### config.mk
export PLATFORM = sky130hd
export DESIGN_NAME = mips_cache_mem_bridge
export DESIGN_NICKNAME = d
export VERILOG_FILES = /design/src/rtl/mips_cache_mem_bridge.sv
export SDC_FILE = /design/constraint.sdc
export NUM_CORES = 1
export LEC_CHECK = 0
export ABC_AREA = 1
export BUFFER_PORTS_ARGS = -buffer_cell sky130_fd_sc_hd__buf_2
export CORE_ASPECT_RATIO = 0.6
export CORE_MARGIN = 2
export CORE_UTILIZATION = 45
export CTS_CLUSTER_DIAMETER = 30
export DETAILED_ROUTE_END_ITERATION = 8
export GPL_ROUTABILITY_DRIVEN = 0
export GPL_TIMING_DRIVEN = 0
export PLACE_DENSITY_LB_ADDON = 0.12
export SYNTH_ARGS = -nofsm -noshare
export SYNTH_HDL_FRONTEND = slang
export SYNTH_SLANG_ARGS = --single-unit
### constraint.sdc
create_clock -name clk -period 2.1 [get_ports clk]
set_input_delay 0.21 -clock clk [delete_from_list [all_inputs] [get_ports clk]]
set_output_delay 0.21 -clock clk [all_outputs]
set_load 0.01 [all_outputs]
### src/rtl/mips_cache_mem_bridge.sv
// mips_cache_mem_bridge: refill engine between mips_cache_data and an
// Avalon-MM pipelined read port. One outstanding read at a time; the
// fetched word is returned to the cache as a one-cycle data_valid pulse.
// Optional build macro: MIPS_CACHE_BRIDGE_TIMEOUT_EN enables a bus timeout
// that returns 32'hDEADBEEF and raises a sticky err flag.
module mips_cache_mem_bridge #(
  parameter logic [31:0] ADDR_OFFSET    = 32'h00000000,
  parameter int unsigned TIMEOUT_CYCLES = 256
) (
  input  logic        clk,
  input  logic        rst,
  input  logic [31:0] req_addr,
  input  logic        req_en,
  output logic [31:0] data_out,
  output logic        data_valid,
  output logic        busy,
  output logic [31:0] avm_address,
  output logic        avm_read,
  input  logic        avm_waitrequest,
  input  logic [31:0] avm_readdata,
  input  logic        avm_readdatavalid,
  output logic        err
);

  typedef enum logic [2:0] {
    S_IDLE = 3'd0,
    S_REQ  = 3'd1,
    S_WAIT = 3'd2,
    S_RESP = 3'd3,
    S_DONE = 3'd4
  } state_t;

  state_t      state_q, state_d;
  logic [31:0] addr_q, addr_d;
  logic [31:0] avm_address_q, avm_address_d;
  logic        drop_q, drop_d;
  logic [31:0] data_out_q, data_out_d;
  logic        data_valid_q, data_valid_d;
  logic        busy_q, busy_d;
  logic        avm_read_q, avm_read_d;

`ifdef MIPS_CACHE_BRIDGE_TIMEOUT_EN
  localparam logic [31:0] TIMEOUT_LAST = 32'(TIMEOUT_CYCLES) - 32'd1;
  logic [31:0] cnt_q, cnt_d;
  logic        err_q, err_d;
`endif

  // State register plus registered outputs; rst is asynchronous active-low.
  always_ff @(posedge clk or negedge rst) begin
    if (!rst) begin
      state_q       <= S_IDLE;
      addr_q        <= 32'h00000000;
      avm_address_q <= 32'h00000000;
      drop_q        <= 1'b0;
      data_out_q    <= 32'h00000000;
      data_valid_q  <= 1'b0;
      busy_q        <= 1'b0;
      avm_read_q    <= 1'b0;
`ifdef MIPS_CACHE_BRIDGE_TIMEOUT_EN
      cnt_q         <= 32'd0;
      err_q         <= 1'b0;
`endif
    end else begin
      state_q       <= state_d;
      addr_q        <= addr_d;
      avm_address_q <= avm_address_d;
      drop_q        <= drop_d;
      data_out_q    <= data_out_d;
      data_valid_q  <= data_valid_d;
      busy_q        <= busy_d;
      avm_read_q    <= avm_read_d;
`ifdef MIPS_CACHE_BRIDGE_TIMEOUT_EN
      cnt_q         <= cnt_d;
      err_q         <= err_d;
`endif
    end
  end

  // Next-state logic: request latch, bus handshake, drop tracking, data capture.
  always_comb begin
    state_d       = state_q;
    addr_d        = addr_q;
    avm_address_d = avm_address_q;
    drop_d        = drop_q;
    data_out_d    = data_out_q;
    case (state_q)
      S_IDLE: begin
        if (req_en) begin
          addr_d        = req_addr;
          // Carry out of the 32-bit add is discarded on purpose (wrap).
          avm_address_d = {req_addr[29:0], 2'b00} + ADDR_OFFSET;
          drop_d        = 1'b0;
          state_d       = S_REQ;
        end else begin
          state_d = S_IDLE;
        end
      end
      S_REQ: begin
        // The read cannot be aborted; remember that the cache gave up.
        if (!req_en) drop_d = 1'b1;
        else         drop_d = drop_q;
        if (!avm_waitrequest) begin
          if (avm_readdatavalid) begin
            data_out_d = avm_readdata;
            state_d    = S_RESP;
          end else begin
            state_d = S_WAIT;
          end
        end else begin
          state_d = S_REQ;
        end
      end
      S_WAIT: begin
        if (!req_en) drop_d = 1'b1;
        else         drop_d = drop_q;
        if (avm_readdatavalid) begin
          data_out_d = avm_readdata;
          state_d    = S_RESP;
        end else begin
          state_d = S_WAIT;
        end
      end
      S_RESP: begin
        if (drop_q) state_d = S_IDLE;
        else        state_d = S_DONE;
      end
      S_DONE: begin
        // Stay here until the cache releases stall or moves to another line,
        // so the same line is not fetched twice.
        if (!req_en || (req_addr != addr_q)) state_d = S_IDLE;
        else                                 state_d = S_DONE;
      end
      default: begin
        state_d = S_IDLE;
      end
    endcase
`ifdef MIPS_CACHE_BRIDGE_TIMEOUT_EN
    err_d = err_q;
    if ((state_q == S_REQ) || (state_q == S_WAIT)) begin
      cnt_d = cnt_q + 32'd1;
      // A real completion in the same cycle wins over the timeout.
      if ((state_d != S_RESP) && (cnt_q == TIMEOUT_LAST)) begin
        state_d    = S_RESP;
        data_out_d = 32'hDEADBEEF;
        err_d      = 1'b1;
      end else begin
        state_d = state_d;
      end
    end else begin
      cnt_d = 32'd0;
    end
`endif
  end

  // Output decode from the next state so every output leaves a flop.
  always_comb begin
    busy_d       = 1'b0;
    avm_read_d   = 1'b0;
    data_valid_d = 1'b0;
    if (state_d != S_IDLE) busy_d = 1'b1;
    else                   busy_d = 1'b0;
    if (state_d == S_REQ) avm_read_d = 1'b1;
    else                  avm_read_d = 1'b0;
    if ((state_d == S_RESP) && !drop_d) data_valid_d = 1'b1;
    else                                data_valid_d = 1'b0;
  end

  assign data_out    = data_out_q;
  assign data_valid  = data_valid_q;
  assign busy        = busy_q;
  assign avm_address = avm_address_q;
  assign avm_read    = avm_read_q;

`ifdef MIPS_CACHE_BRIDGE_TIMEOUT_EN
  assign err = err_q;
`else
  // No timeout hardware in this build; TIMEOUT_CYCLES only matters with it.
  assign err = (TIMEOUT_CYCLES == 32'd0) ? 1'b0 : 1'b0;
`endif

endmodule

==> results of run 1 <==
## cells in the final DEF (no fill, tap or decap)
cell             n
nor2_1          24
nand3_1          5
o21ai_4          1
nand2_1        133
o21ai_0         30
conb_1           3
dlygate4sd3_1    1
buf_6            3
clkbuf_1         7
nor3_2           1
clkbuf_16        9
buf_4           34
clkinv_2         2
xor2_1           3
buf_2          132
clkbuf_8         1
mux2_2           6
bufinv_16        1
mux2_4          29
dfrtp_1         71
clkinv_4         2
nand2_4          1
buf_12           1
inv_2            2
inv_1           60
nor3_1           2
## final timing paths
kind                             startpoint           end  cells after the start
min reg2reg                     data_out[1]   data_out[1]                      1
max in group asynchronous               rst    addr_q[14]                      3
min in group asynchronous               rst     addr_q[7]                      2
max reg2reg                      state_q[2]    data_valid                      6
min                        avm_readdata[11]  data_out[11]                      2
max                              state_q[2]    data_valid                      6
## final cells by class
type | instances | area (sq um)
timing repair buffer | 135 | 698
sequential | 71 | 1780
fill | 735 | 3080
tap | 108 | 135
clock inverter | 5 | 57.6
clock buffer | 11 | 243
inverter | 62 | 233
buffer | 42 | 304
multi-input combinational | 238 | 1350
## state kept, by name, summed over array words and instances, names as in the netlist
| signal | flops |
|---|---|
| addr_q | 32 |
| avm_read | 1 |
| busy | 1 |
| data_out | 32 |
| data_valid | 1 |
| drop_q | 1 |
| state_q | 3 |
## power by group
group          switching (mW)  internal, mW  leakage (nW)  total (mW)
clock                   0.562         0.951         0.149        1.51
sequential              0.486          2.04         0.861        2.53
combinational            1.47          1.72          1.81        3.18
total                    2.52          4.71          2.82        7.23
## per-stage QoR
stage | instances | area, sq um | utilization
floorplan | 413 | 3670 | -
global placement | 654 | 4470 | 0.567
detailed placement | 655 | 4490 | 0.570
CTS | 672 | 4800 | 0.609
global route | 672 | 4800 | 0.609
finish | 672 | 4800 | 0.609
## worst reg2reg max path, stage by stage (launching register included)
cell	delay, ns
dfrtp_1	0.40
inv_1	0.09
nand3_1	0.31
clkbuf_1	0.44
nand2_1	0.11
o21ai_0	0.12
nor2_1	0.07
## cell families after synthesis
family	count (synthesis)
buffers and inverters	104
xor gates and xnor gates	3
and+or+nand+nor	166
DFF	71
muxes	35
AOI/OAI and AO/OA	31
other	1
## layer usage
layer	vias to the layer above	GRT usage
met5	-	0
met1	1273	0.243
li1	1509	-
met3	8	0.0691
met2	91	0.269
met4	0	0.0568
## what timing repair did
action | CTS | global route
resized for setup | 0 | 0
hold buffers | 1 | 0
buffers inserted | 0 | 0
hold endpoints to repair | 33 | 0
==> impl_results.md, run 1 <==
- Status: finished clean
- Post-DRT Antenna Nets: 0
- Fin Setup TNS: 0 ns
- Prevailing post-synth register cell: dfrtp_1
- Synth top area share: 0.486
- DRT met1 WL: between 3000 and 4000 um
- Final Skew: approximately 0.0046 ns
- Crit path buf inv count: 2
- Clock Tree Buf Depth: 2
- Initial Utilization: 0.464
- Maximum fanout along the worst path: 10
- Simple-Gate Fraction of Synth Area: 0.176
- Synth top area cells: dfrtp_1 49%, nand2_1 14%, mux2_4 12%, buf_4 6.8%, inv_1 6.2%
- Most frequent cells after synthesis: 133 x nand2_1, 71 x dfrtp_1, 60 x inv_1, 33 x buf_4, 30 x o21ai_0
- Setup violations, final: 0
- Cell taking the most area after synthesis: dfrtp_1
- Chip Width: roughly 120 um
- DP HPWL: roughly 6000 um
- DIE HEIGHT: 73.8 um
- Unique cell type count in the Yosys netlist: 18
- Clk_lat worst skew: roughly 0.32 ns
- Largest net degree at the start of global routing: 39
- Routed len/inst: between 10 and 15 um
- Vias in the first global route: 2700
- Worst hold path type: in2reg
- CP Capture Type: register
- Largest family of logic cells by synthesized area: simple AND/OR/NAND/NOR gates
- Vias per cell: approximately 4.3
- Layout area overhead: 31.2%
- Pwr Total: between 7 and 8 mW
- RSZ-0062 raised after global routing: false
- Cell Chain, Critical Path: inv_1, nand3_1, clkbuf_1, nand2_1, o21ai_0, nor2_1
- Final WL: 7780 um
- CTS Buf Count: 9
- Initial DRC count: about 110
- ANT cells: 0
- Fraction of the mapped netlist area in adder cells: 0
- Initial antenna violation count: 0
- Compound-Gate Fraction of Synth Area: 0.0455
- Max Clock Freq: roughly 600 MHz
- Avg Inst Size Synth: a little under 9 sq um
- Synth warn: 0
- CP startpoint kind: register
- Cells after synthesis: 411
- Die Area: 0.00889 sq mm
- Root Buffer: clkbuf_16
- CTS sink cnt: slightly above 70
- VDD IR-drop max: between 0.0007 and 0.0008 V
- Post-Synth XOR/XNOR Area: 0.00718
- Async set-reset flop share out of synthesis: 1.00
- Metal2 WL: roughly 3400 um
- TritonCTS clock tree: done
- # rows: 25
- FF+latch count, synth: 71
- Post-synth EDFFs: 0
- Via count of the routed design: 2881
- Max Cap Viol: 0
- CP Class: reg2reg
- Arr. time, crit path: 1.85 ns
- Buffers on Ports: ~130
- Share of post-route cells with drive strength above 1: 0.399
- Reg clk slew, reported paths: 0.06 ns
- Mapped Area: 0.00366 sq mm
- Crit path largest cell delay: around 0.44 ns
- Worst path top cell family by delay: buffers and inverters
- CP max-delay cell: clkbuf_1
- Min Hold Slack: ~0.11 ns
- Reg-to-reg slack, setup: roughly 0.47 ns
- # nets final: roughly 630
- Static leakage: ~2.8 nW
- Worst slack, placed: between 0.4 and 0.5 ns
- H-tree depth: 3
- Grt total ovfl: 0
- Core area: ~0.0079 sq mm
- Met3 wire len: about 600 um
- Post-synthesis mux area share: 0.137
- Ports: about 140
- First-pass GRT wire length: 12300 um
- Post-route minimum period: around 1.6 ns
- GRT Overall Usage: 0.180
- Final hold viol count: 0
- Register area share after synthesis: 0.486
- Top Layer Used: met4
- Power Density: about 1500 mW/mm^2
- Most numerous cell in the Yosys netlist: nand2_1
- Remaining DRCs: 0
- Worst Path Required: ~2.3 ns
- Final WS setup: between 0.4 and 0.5 ns
- Slew Limit Fails: 0
- Fin crit share: 0.778
- DRT Pass-1 Iters: 4
No activity file was read; power rests on OpenSTA's default activity.
==> inputs of run 2 (changes only) <==
==> constraint.sdc (replaced) <==
create_clock -name clk -period 1.7 [get_ports clk]
set_input_delay 0.17 -clock clk [delete_from_list [all_inputs] [get_ports clk]]
set_output_delay 0.17 -clock clk [all_outputs]
set_load 0.01 [all_outputs]
==> run 2 against run 1 <==
Against the previous run: largest cell class unchanged; die area unchanged; highest routed layer unchanged; flip-flop and latch count unchanged; total power up 24%; clock skew fell by 0.0011 ns.
==> impl_results.md, run 2 (same netlist as run 1, synthesis figures left out) <==
- Buffers on Ports: 133 (unchanged)
- Worst-margin pin slew: between 0.5 and 0.6 ns
- Grt total ovfl: 0 (unchanged)
- Worst slew margin: 0.666
- CTS sink cnt: 71 (unchanged)
- H-tree depth: 3 (unchanged)
- DP Area: 0.00449 sq mm (unchanged)
- Setup violations, final: 0 (unchanged)
- DRT met1 WL: 3780 um (+1.1%)
- Power Density: 1860 mW/mm^2 (+24%)
- Vias per cell: 4.31 (+0.45%)
- Static leakage: 2.82 nW (+0.13%)
- Final WS setup: 0.0778 ns (-0.388 ns)
- Cell Chain, Critical Path: nor3_4, inv_2, o21ai_4, nand2_4, buf_6, mux2_4
- Reg clk slew, reported paths: 0.06 ns (about the same)
- ANT cells: 0 (unchanged)
- Worst slack, placed: 0.0639 ns (-0.400 ns)
- Final hold viol count: 0 (unchanged)
- CP startpoint kind: register
- Status: finished clean
- Core area: 0.00788 sq mm (unchanged)
- Placed Instances: 655 (unchanged)
- Post-Layout Cell Count: 672 (unchanged)
- Arr. time, crit path: 1.83 ns (-0.02 ns)
- Layout area overhead: 31.5%
- Worst Path Required: 1.91 ns (-0.40 ns)
- CP max-delay cell: dfrtp_1
- Switch Pwr: 3.13 mW (+25%)
- Clock power frac: 0.209 (about the same)
- Highest-count cells in the layout ignoring fill and taps: 133 x nand2_1, 132 x buf_2, 71 x dfrtp_1
- CP Class: reg2reg
- Crit path largest cell delay: 0.43 ns (about the same)
- CTS Buf Count: 9 (unchanged)
- Initial Utilization: 0.464 (unchanged)
- First-pass GRT wire length: 12300 um (unchanged)
- Core Util, Final: 0.610 (+0.00159)
- Chip Width: 120 um (unchanged)
- Final WL: 7830 um (+0.71%)
- Clock Tree Buf Depth: 2 (unchanged)
- Largest net degree at the start of global routing: 39 (unchanged)
- Final instance area: 0.00481 sq mm (+0.26%)
- Root Buffer: clkbuf_16
- Combinational share of power: 0.442 (about the same)
- DIE HEIGHT: 73.8 um (unchanged)
- Vias in the first global route: 2700 (unchanged)
- Final Skew: 0.00350 ns (-0.00110 ns)
- Share of post-route cells with drive strength above 1: 0.402 (+0.00355)
- VDD IR-drop max: 0.000939 V (+23%)
- Ports: 137 (unchanged)
- GRT Overall Usage: 0.180 (unchanged)
- Die Area: 0.00889 sq mm (unchanged)
- RSZ-0062 raised after global routing: false
- Switching share of power: 0.350 (+0.00136)
- Slew Limit Fails: 0 (unchanged)
- Via count of the routed design: 2894 (+0.45%)
- DRT Pass-1 Iters: 4 (unchanged)
- Commonest non-fill, non-tap cell in the layout: nand2_1
- Clk_lat worst skew: 0.32 ns (about the same)
- Top Layer Used: met4
- Met3 wire len: 583 um (-3.5%)
- Max Cap Viol: 0 (unchanged)
- Routed len/inst: 11.7 um (+0.71%)
- Post-DRT Antenna Nets: 0 (unchanged)
- Worst hold path type: in2reg
- # rows: 25 (unchanged)
- Fin crit share: 0.954 (+0.176)
- Metal2 WL: 3380 um (+0.45%)
- Initial DRC count: 93 (-11%)
- Cell Int Power: 5.83 mW (+24%)
- DP HPWL: 5870 um (unchanged)
- Post-route minimum period: 1.62 ns (-0.0121 ns)
- Max Clock Freq: 616 MHz (+0.75%)
- Fin Setup TNS: 0 ns (unchanged)
- CP Capture Type: register
- Remaining DRCs: 0 (unchanged)
- Maximum fanout along the worst path: 10 (unchanged)
- Initial antenna violation count: 0 (unchanged)
- Seq pwr share: 0.350 (about the same)
- # nets final: 628 (unchanged)
- TritonCTS clock tree: done
-- run 2: cell counts in the layout (fill, tap and decap cells not counted) --
Identical to the previous run, type by type.
-- run 2: metal layers --
metal	track usage	up-vias
li1	-	1508
met4	0.0568	0
met1	0.243	1291
met5	0	-
met3	0.0691	8
met2	0.269	87
-- run 2: area by class of cell --
type                    instances  area, sq um
plain buffers                  42          305
multi-input cells             238         1360
fillers                       736         3070
inverters                      62          233
well taps                     108          135
flip-flops and latches         71         1780
clock buffers                  11          243
repair buffers                135          698
clock inverters                 5         57.6
-- run 2: final timing paths --
check                                  from            to  slack, ns  cells past startpoint
max                              state_q[2]  data_out[29]       0.08                      6
max in group asynchronous               rst    addr_q[14]       0.81                      3
min in group asynchronous               rst     addr_q[7]       0.34                      2
min reg2reg                     data_out[1]   data_out[1]       0.50                      1
min                        avm_readdata[14]  data_out[14]       0.07                      2
max reg2reg                      state_q[2]  data_out[29]       0.08                      6
-- run 2: metrics by stage --
step | hold slack [ns] | power (mW)
2_1_floorplan | -0.126 | 5.81
3_3_place_gp | 0.401 | 7.01
3_5_place_dp | 0.158 | 7.12
4_1_cts | 0.0580 | 9.05
5_1_grt | 0.0586 | 9.67
6_report | 0.0737 | 8.96
-- run 2: worst max-delay path, delay by kind of cell (launching register included) --
| family | cells | cell delay (ns) |
|---|---|---|
| flops | 1 | 0.43 |
| compound gates | 1 | 0.16 |
| buf+inv | 2 | 0.25 |
| mux | 1 | 0.31 |
| simple gates | 2 | 0.35 |
-- run 2: repair_timing --
item,in CTS,in global routing
gates resized for setup,0,4
endpoints found under the setup margin,0,31
hold endpoints to repair,33,0
setup buffers,0,0
hold buffers,1,0
-- run 2: power groups by stage --
stage               sequential, mW  combinational, mW  clock (mW)
finish                        3.13               3.96        1.87
global route                  3.27               4.41        1.98
CTS                           3.13               4.00        1.93
detailed placement            3.13               4.00           0
global placement              3.10               3.91           0
floorplan                     3.25               2.56           0
